**config.mk**
```make
export PLATFORM = sky130hd
export DESIGN_NAME = downlink_scheduler
export DESIGN_NICKNAME = d
export VERILOG_FILES = /design/src/rtl/downlink_scheduler.sv
export SDC_FILE = /design/constraint.sdc
export NUM_CORES = 1
export LEC_CHECK = 0
export BUFFER_PORTS_ARGS = -buffer_cell sky130_fd_sc_hd__buf_2
export CAP_MARGIN = 20
export CORE_MARGIN = 4
export CORE_UTILIZATION = 39
export DETAILED_ROUTE_END_ITERATION = 16
export GPL_TIMING_DRIVEN = 0
export HOLD_SLACK_MARGIN = 0.12
export SLEW_MARGIN = 20
export SYNTH_ARGS = -nofsm -noshare
export SYNTH_HDL_FRONTEND = slang
export SYNTH_SLANG_ARGS = --single-unit
```
**constraint.sdc**
```tcl
create_clock -name clock -period 4.1 [get_ports clock]
set_input_delay 0.205 -clock clock [delete_from_list [all_inputs] [get_ports clock]]
set_output_delay 0.205 -clock clock [all_outputs]
set_load 0.1 [all_outputs]
```
**src/rtl/downlink_scheduler.sv**
```systemverilog
// downlink_scheduler: arbitrates the single ground-station downlink between two camera
// buffers, round-robin on ties, and drains the granted buffer until its level reads 0.
// All outputs are registered.
module downlink_scheduler #(
   parameter int unsigned SETUP_CYCLES = 2,  // link handshake cycles, must be >= 1
   parameter int unsigned TIMEOUT      = 64  // stalled XFER cycles before abort
) (
   input  logic       clock,
   input  logic       reset,
   input  logic       req1,
   input  logic       req2,
   input  logic [3:0] pct1,
   input  logic [3:0] pct2,
   input  logic       link_up,
   output logic       grant1,
   output logic       grant2,
   output logic       drain1,
   output logic       drain2,
   output logic       done,
   output logic       error,
   output logic [1:0] state,
   output logic [7:0] count
);

   localparam logic [1:0] StIdle  = 2'd0;
   localparam logic [1:0] StSetup = 2'd1;
   localparam logic [1:0] StXfer  = 2'd2;
   localparam logic [1:0] StPause = 2'd3;

   localparam int unsigned SetupW = $clog2(SETUP_CYCLES + 1);
   localparam int unsigned TimerW = $clog2(TIMEOUT + 1);

   logic [1:0]        state_q, state_d;
   logic              sel_q, sel_d;    // 0: camera 1, 1: camera 2
   logic              last_q, last_d;  // camera served last, same encoding as sel
   logic [SetupW-1:0] setup_q, setup_d;
   logic [TimerW-1:0] timer_q, timer_d;
   logic [3:0]        prev_q, prev_d;  // last observed level of the selected camera
   logic [1:0]        grant_q, grant_d;
   logic [1:0]        drain_q, drain_d;
   logic              done_q, done_d;
   logic              error_q, error_d;
   logic [7:0]        count_q, count_d;

   logic [3:0] pct1_c, pct2_c, pct_sel;
   logic [1:0] sel_oh;
   logic       pick;

   // Levels above 10 are out of range for the buffer counters and read as full.
   assign pct1_c  = (pct1 > 4'd10) ? 4'd10 : pct1;
   assign pct2_c  = (pct2 > 4'd10) ? 4'd10 : pct2;
   assign pct_sel = sel_q ? pct2_c : pct1_c;
   assign sel_oh  = sel_q ? 2'b10 : 2'b01;

   // Next-state logic for arbitration, handshake, draining and timeout.
   always_comb begin
      state_d = state_q;
      sel_d   = sel_q;
      last_d  = last_q;
      setup_d = setup_q;
      timer_d = timer_q;
      prev_d  = prev_q;
      grant_d = grant_q;
      drain_d = 2'b00;
      done_d  = 1'b0;
      error_d = 1'b0;
      count_d = count_q;
      pick    = 1'b0;
      case (state_q)
         StIdle: begin
            grant_d = 2'b00;
            if (link_up && (req1 || req2)) begin
               // On a tie the camera not served last wins.
               pick    = (req1 && req2) ? ~last_q : req2;
               sel_d   = pick;
               grant_d = pick ? 2'b10 : 2'b01;
               prev_d  = pick ? pct2_c : pct1_c;
               setup_d = '0;
               timer_d = '0;
               state_d = StSetup;
            end
         end
         StSetup: begin
            if (!link_up) begin
               state_d = StPause;
            end else if (setup_q >= SetupW'(SETUP_CYCLES - 1)) begin
               state_d = StXfer;
            end else begin
               setup_d = setup_q + SetupW'(1);
            end
         end
         StXfer: begin
            if (!link_up) begin
               state_d = StPause;
            end else if (pct_sel == 4'd0) begin
               done_d  = 1'b1;
               grant_d = 2'b00;
               last_d  = sel_q;
               count_d = (count_q == 8'hFF) ? count_q : count_q + 8'd1;
               state_d = StIdle;
            end else if (pct_sel != prev_q) begin
               prev_d  = pct_sel;
               timer_d = '0;
               drain_d = sel_oh;
            end else if (timer_q >= TimerW'(TIMEOUT - 1)) begin
               // Level stuck too long: abandon the transfer without counting it.
               error_d = 1'b1;
               grant_d = 2'b00;
               last_d  = sel_q;
               state_d = StIdle;
            end else begin
               timer_d = timer_q + TimerW'(1);
               drain_d = sel_oh;
            end
         end
         StPause: begin
            // Grant held, drain off, timer frozen until the link returns.
            if (link_up) begin
               state_d = StXfer;
            end
         end
         default: state_d = StIdle;
      endcase
   end

   // State and output registers; reset clears grant/drain immediately.
   always_ff @(posedge clock or posedge reset) begin
      if (reset) begin
         state_q <= StIdle;
         sel_q   <= 1'b0;
         last_q  <= 1'b1;
         setup_q <= '0;
         timer_q <= '0;
         prev_q  <= 4'd0;
         grant_q <= 2'b00;
         drain_q <= 2'b00;
         done_q  <= 1'b0;
         error_q <= 1'b0;
         count_q <= 8'd0;
      end else begin
         state_q <= state_d;
         sel_q   <= sel_d;
         last_q  <= last_d;
         setup_q <= setup_d;
         timer_q <= timer_d;
         prev_q  <= prev_d;
         grant_q <= grant_d;
         drain_q <= drain_d;
         done_q  <= done_d;
         error_q <= error_d;
         count_q <= count_d;
      end
   end

   assign grant1 = grant_q[0];
   assign grant2 = grant_q[1];
   assign drain1 = drain_q[0];
   assign drain2 = drain_q[1];
   assign done   = done_q;
   assign error  = error_q;
   assign state  = state_q;
   assign count  = count_q;

endmodule

```
==> impl_metrics.json <==
{
  "status": "finished, final reports clean",
  "post-cts-setup-buffers": 0,
  "cts-resized-gates": 0,
  "viasPerCell": 5.66,
  "gp_congestion": 0.841,
  "grt_first_pass_wirelength_mm": 6.19,
  "tns_ns": 0,
  "dp_cells": 244,
  "syn_area_um2": 1750,
  "cts_tree": "built",
  "antennaDiodeCount": 0,
  "synth_top_area_cell": "dfrtp_1",
  "multi_input_area_um2": 920,
  "drive_above_1_share_pct": 23.9,
  "grt_setup_unrepaired": "no",
  "final_cells": 253,
  "cp-start-kind": "flip-flop",
  "hpwl_mm": 2.84,
  "core_um2": 4350,
  "p_per_area_nw_per_um2": 681,
  "clk_pin_slew_ns": 0.06,
  "cts_max_level": 2,
  "overflow": 0,
  "wl_per_cell_um": 14.6,
  "grtUsageTotal_pct": 14.5,
  "crit_required_ns": 4.26,
  "critical_path_class": "reg -> reg",
  "synthFlopType": "dfrtp_1",
  "first_pass_iters": 4,
  "cts_sinks": 31,
  "cts_hold_repair.buffers": 1,
  "synth.distinct_cells": 43,
  "die-height_um": 74.9,
  "wirelength_mm": 3.68,
  "grt_pass1_vias": 1416,
  "register_area_um2": 777,
  "grt_max_degree": 32,
  "num-nets-final": 216,
  "cts_buffer_depth": 2,
  "cts_root_buf": "clkbuf_8",
  "slew-limit-headroom_pct": 57.4,
  "finalCritPeriodShare_pct": 54.7,
  "fillerInstances": 419,
  "power.total_mw": 1.39,
  "fmax_mhz": 446,
  "yosys-top-cells-area": "dfrtp_1, a32o_1, mux2i_1, mux2_1, xnor2_1",
  "critPathArrivalTime_ns": 2.40,
  "start_util_pct": 40.1,
  "syn_inst": 164,
  "vias": 1433,
  "cts_buffers": 5,
  "yosysWarnings": 0,
  "synth-seq-cells": 31,
  "antenna_found_initial": 0,
  "dp_slack_ns": 1.87,
  "finalWorstSetupSlack_ns": 1.86,
  "synth_fp_nets": 180,
  "die_area_um2": 5610,
  "rows": 24,
  "drtIter0Drc": 76,
  "async_flop_share_pct": 100,
  "yosysSeqAreaShare_pct": 44.5,
  "final_max_slew_viol_count": 0,
  "synth_edf_count": 0,
  "insertion_delay_ns": 0.28,
  "finalSetupViolations": 0,
  "drc": 0,
  "avgSynthCellArea_um2": 10.6,
  "tightest_slew_ns": 0.639,
  "power.leakage_nw": 0.981,
  "skew_ns": 0.00591,
  "hold_class": "in -> reg",
  "cp_max_fo": 10,
  "die_x_um": 74.9,
  "hold_violations": 0,
  "synth.top_cell.area_share_pct": 43.0,
  "postRouteAntennaNets": 0,
  "vdd_drop_max_mv": 0.439,
  "port_buffers": 28,
  "end_kind": "flip-flop",
  "ios": 29,
  "area_growth_pct": 16.9,
  "min_period_ns": 2.24,
  "drv_cap": 0
}
[cell usage after synthesis (all sizes together) (2+ instances only)]
master  count
dfrtp      30
nand2      11
o21ai      11
inv        10
nor2       10
a32o        9
mux2        9
mux2i       7
and3        6
xnor2       6
nand3       5
nor4        5
a21oi       4
a31oi       4
a21o        3
a22o        3
ha          3
nor2b       3
xor2        3
and2        2
nand2b      2
nand4       2
nor3        2
[flip-flops by register name (all words and copies together) (netlist names)]
signal and count:
timer_q 7, last_q 1, sel_q 1, state 2
prev_q 4, setup_q 2, done 1, drain_q 2
error 1, grant_q 2, count 8
[area by class of cell]
class	count	share of cell area (%)
multi-input cells	121	45.1
flip-flops and latches	31	38.1
repair buffers	29	7.36
clock buffers	8	3.92
well taps	52	3.19
inverters	10	1.84
plain buffers	2	0.552
[critical path, stage by stage (launching register included)]
cell	delay, ns
dfrtp_1	0.38
buf_4	0.18
and2_1	0.14
a221oi_1	0.46
nor2_1	0.20
nor4_4	0.29
o21ai_2	0.20
a32o_1	0.28
[kinds of logic after synthesis]
kind of cell | Yosys count | share of synthesized area [%]
compound gates | 41 | 18.6
mux | 16 | 9.82
simple gates | 52 | 17.1
fa+ha+maj | 3 | 2.15
flops | 31 | 44.5
xor+xnor | 9 | 4.95
buf+inv | 12 | 2.80
[metrics by stage]
| step | hold slack [ns] | util [%] | cell area, µm² |
|---|---|---|---|
| final | 0.209 | 46.9 | 2040 |
| after global placement | 0.467 | 44.8 | 1950 |
| after detailed placement | 0.337 | 44.8 | 1950 |
| after CTS | 0.202 | 46.9 | 2040 |
| after global routing | 0.211 | 46.9 | 2040 |
| after floorplan | 0.302 | - | 1750 |
[cells in the final DEF, fill, tap and decap left out, types with 2 or more instances in the layout]
master / netlist / routed
o21ai_0: 5 / 5
mux2_1: 5 / 5
buf_2: 0 / 28
a21oi_1: 4 / 4
nor3_1: 2 / 2
a22o_1: 3 / 3
ha_1: 3 / 3
nor2b_1: 3 / 3
o21ai_2: 3 / 3
nor4_1: 3 / 3
xnor2_1: 6 / 6
nor2_1: 10 / 10
inv_2: 1 / 2
nand3_1: 5 / 5
o21ai_1: 3 / 3
nand2b_1: 2 / 2
a32o_1: 9 / 9
and2_1: 2 / 2
inv_1: 9 / 8
a31oi_1: 4 / 4
nand4_1: 2 / 2
mux2_2: 4 / 4
clkbuf_8: 0 / 5
and3_1: 6 / 6
a21o_1: 3 / 3
nand2_1: 11 / 11
xor2_1: 2 / 2
mux2i_1: 7 / 7
nor4_4: 2 / 2
clkbuf_1: 1 / 4
dfrtp_1: 30 / 30
[power breakdown]
group          switching (mW)  internal [mW]  total (mW)
clock                  0.0972          0.120       0.217
sequential             0.0638          0.384       0.448
combinational           0.510          0.215       0.726
[path summary, 6_finish.rpt]
check                            from         end  slack [ns]  cells after the start
hold / removal                link_up    state[0]        0.21                      2
max in group asynchronous       reset    count[1]        3.12                      3
hold reg to reg            grant_q[1]  grant_q[1]        0.48                      1
setup / recovery                sel_q  timer_q[4]        1.86                      7
setup reg to reg                sel_q  timer_q[4]        1.86                      7
min in group asynchronous       reset  timer_q[6]        0.56                      3
[layer usage]
| metal | GRT usage [%] | up-vias | wire length, µm |
|---|---|---|---|
| met5 | 0 | - | 0 |
| met4 | 5.73 | 0 | 63 |
| met3 | 4.54 | 8 | 305 |
| met2 | 22.5 | 56 | 1680 |
| met1 | 18.9 | 687 | 1630 |
| li1 | - | 682 | - |
No activity file was read; power rests on OpenSTA's default activity.
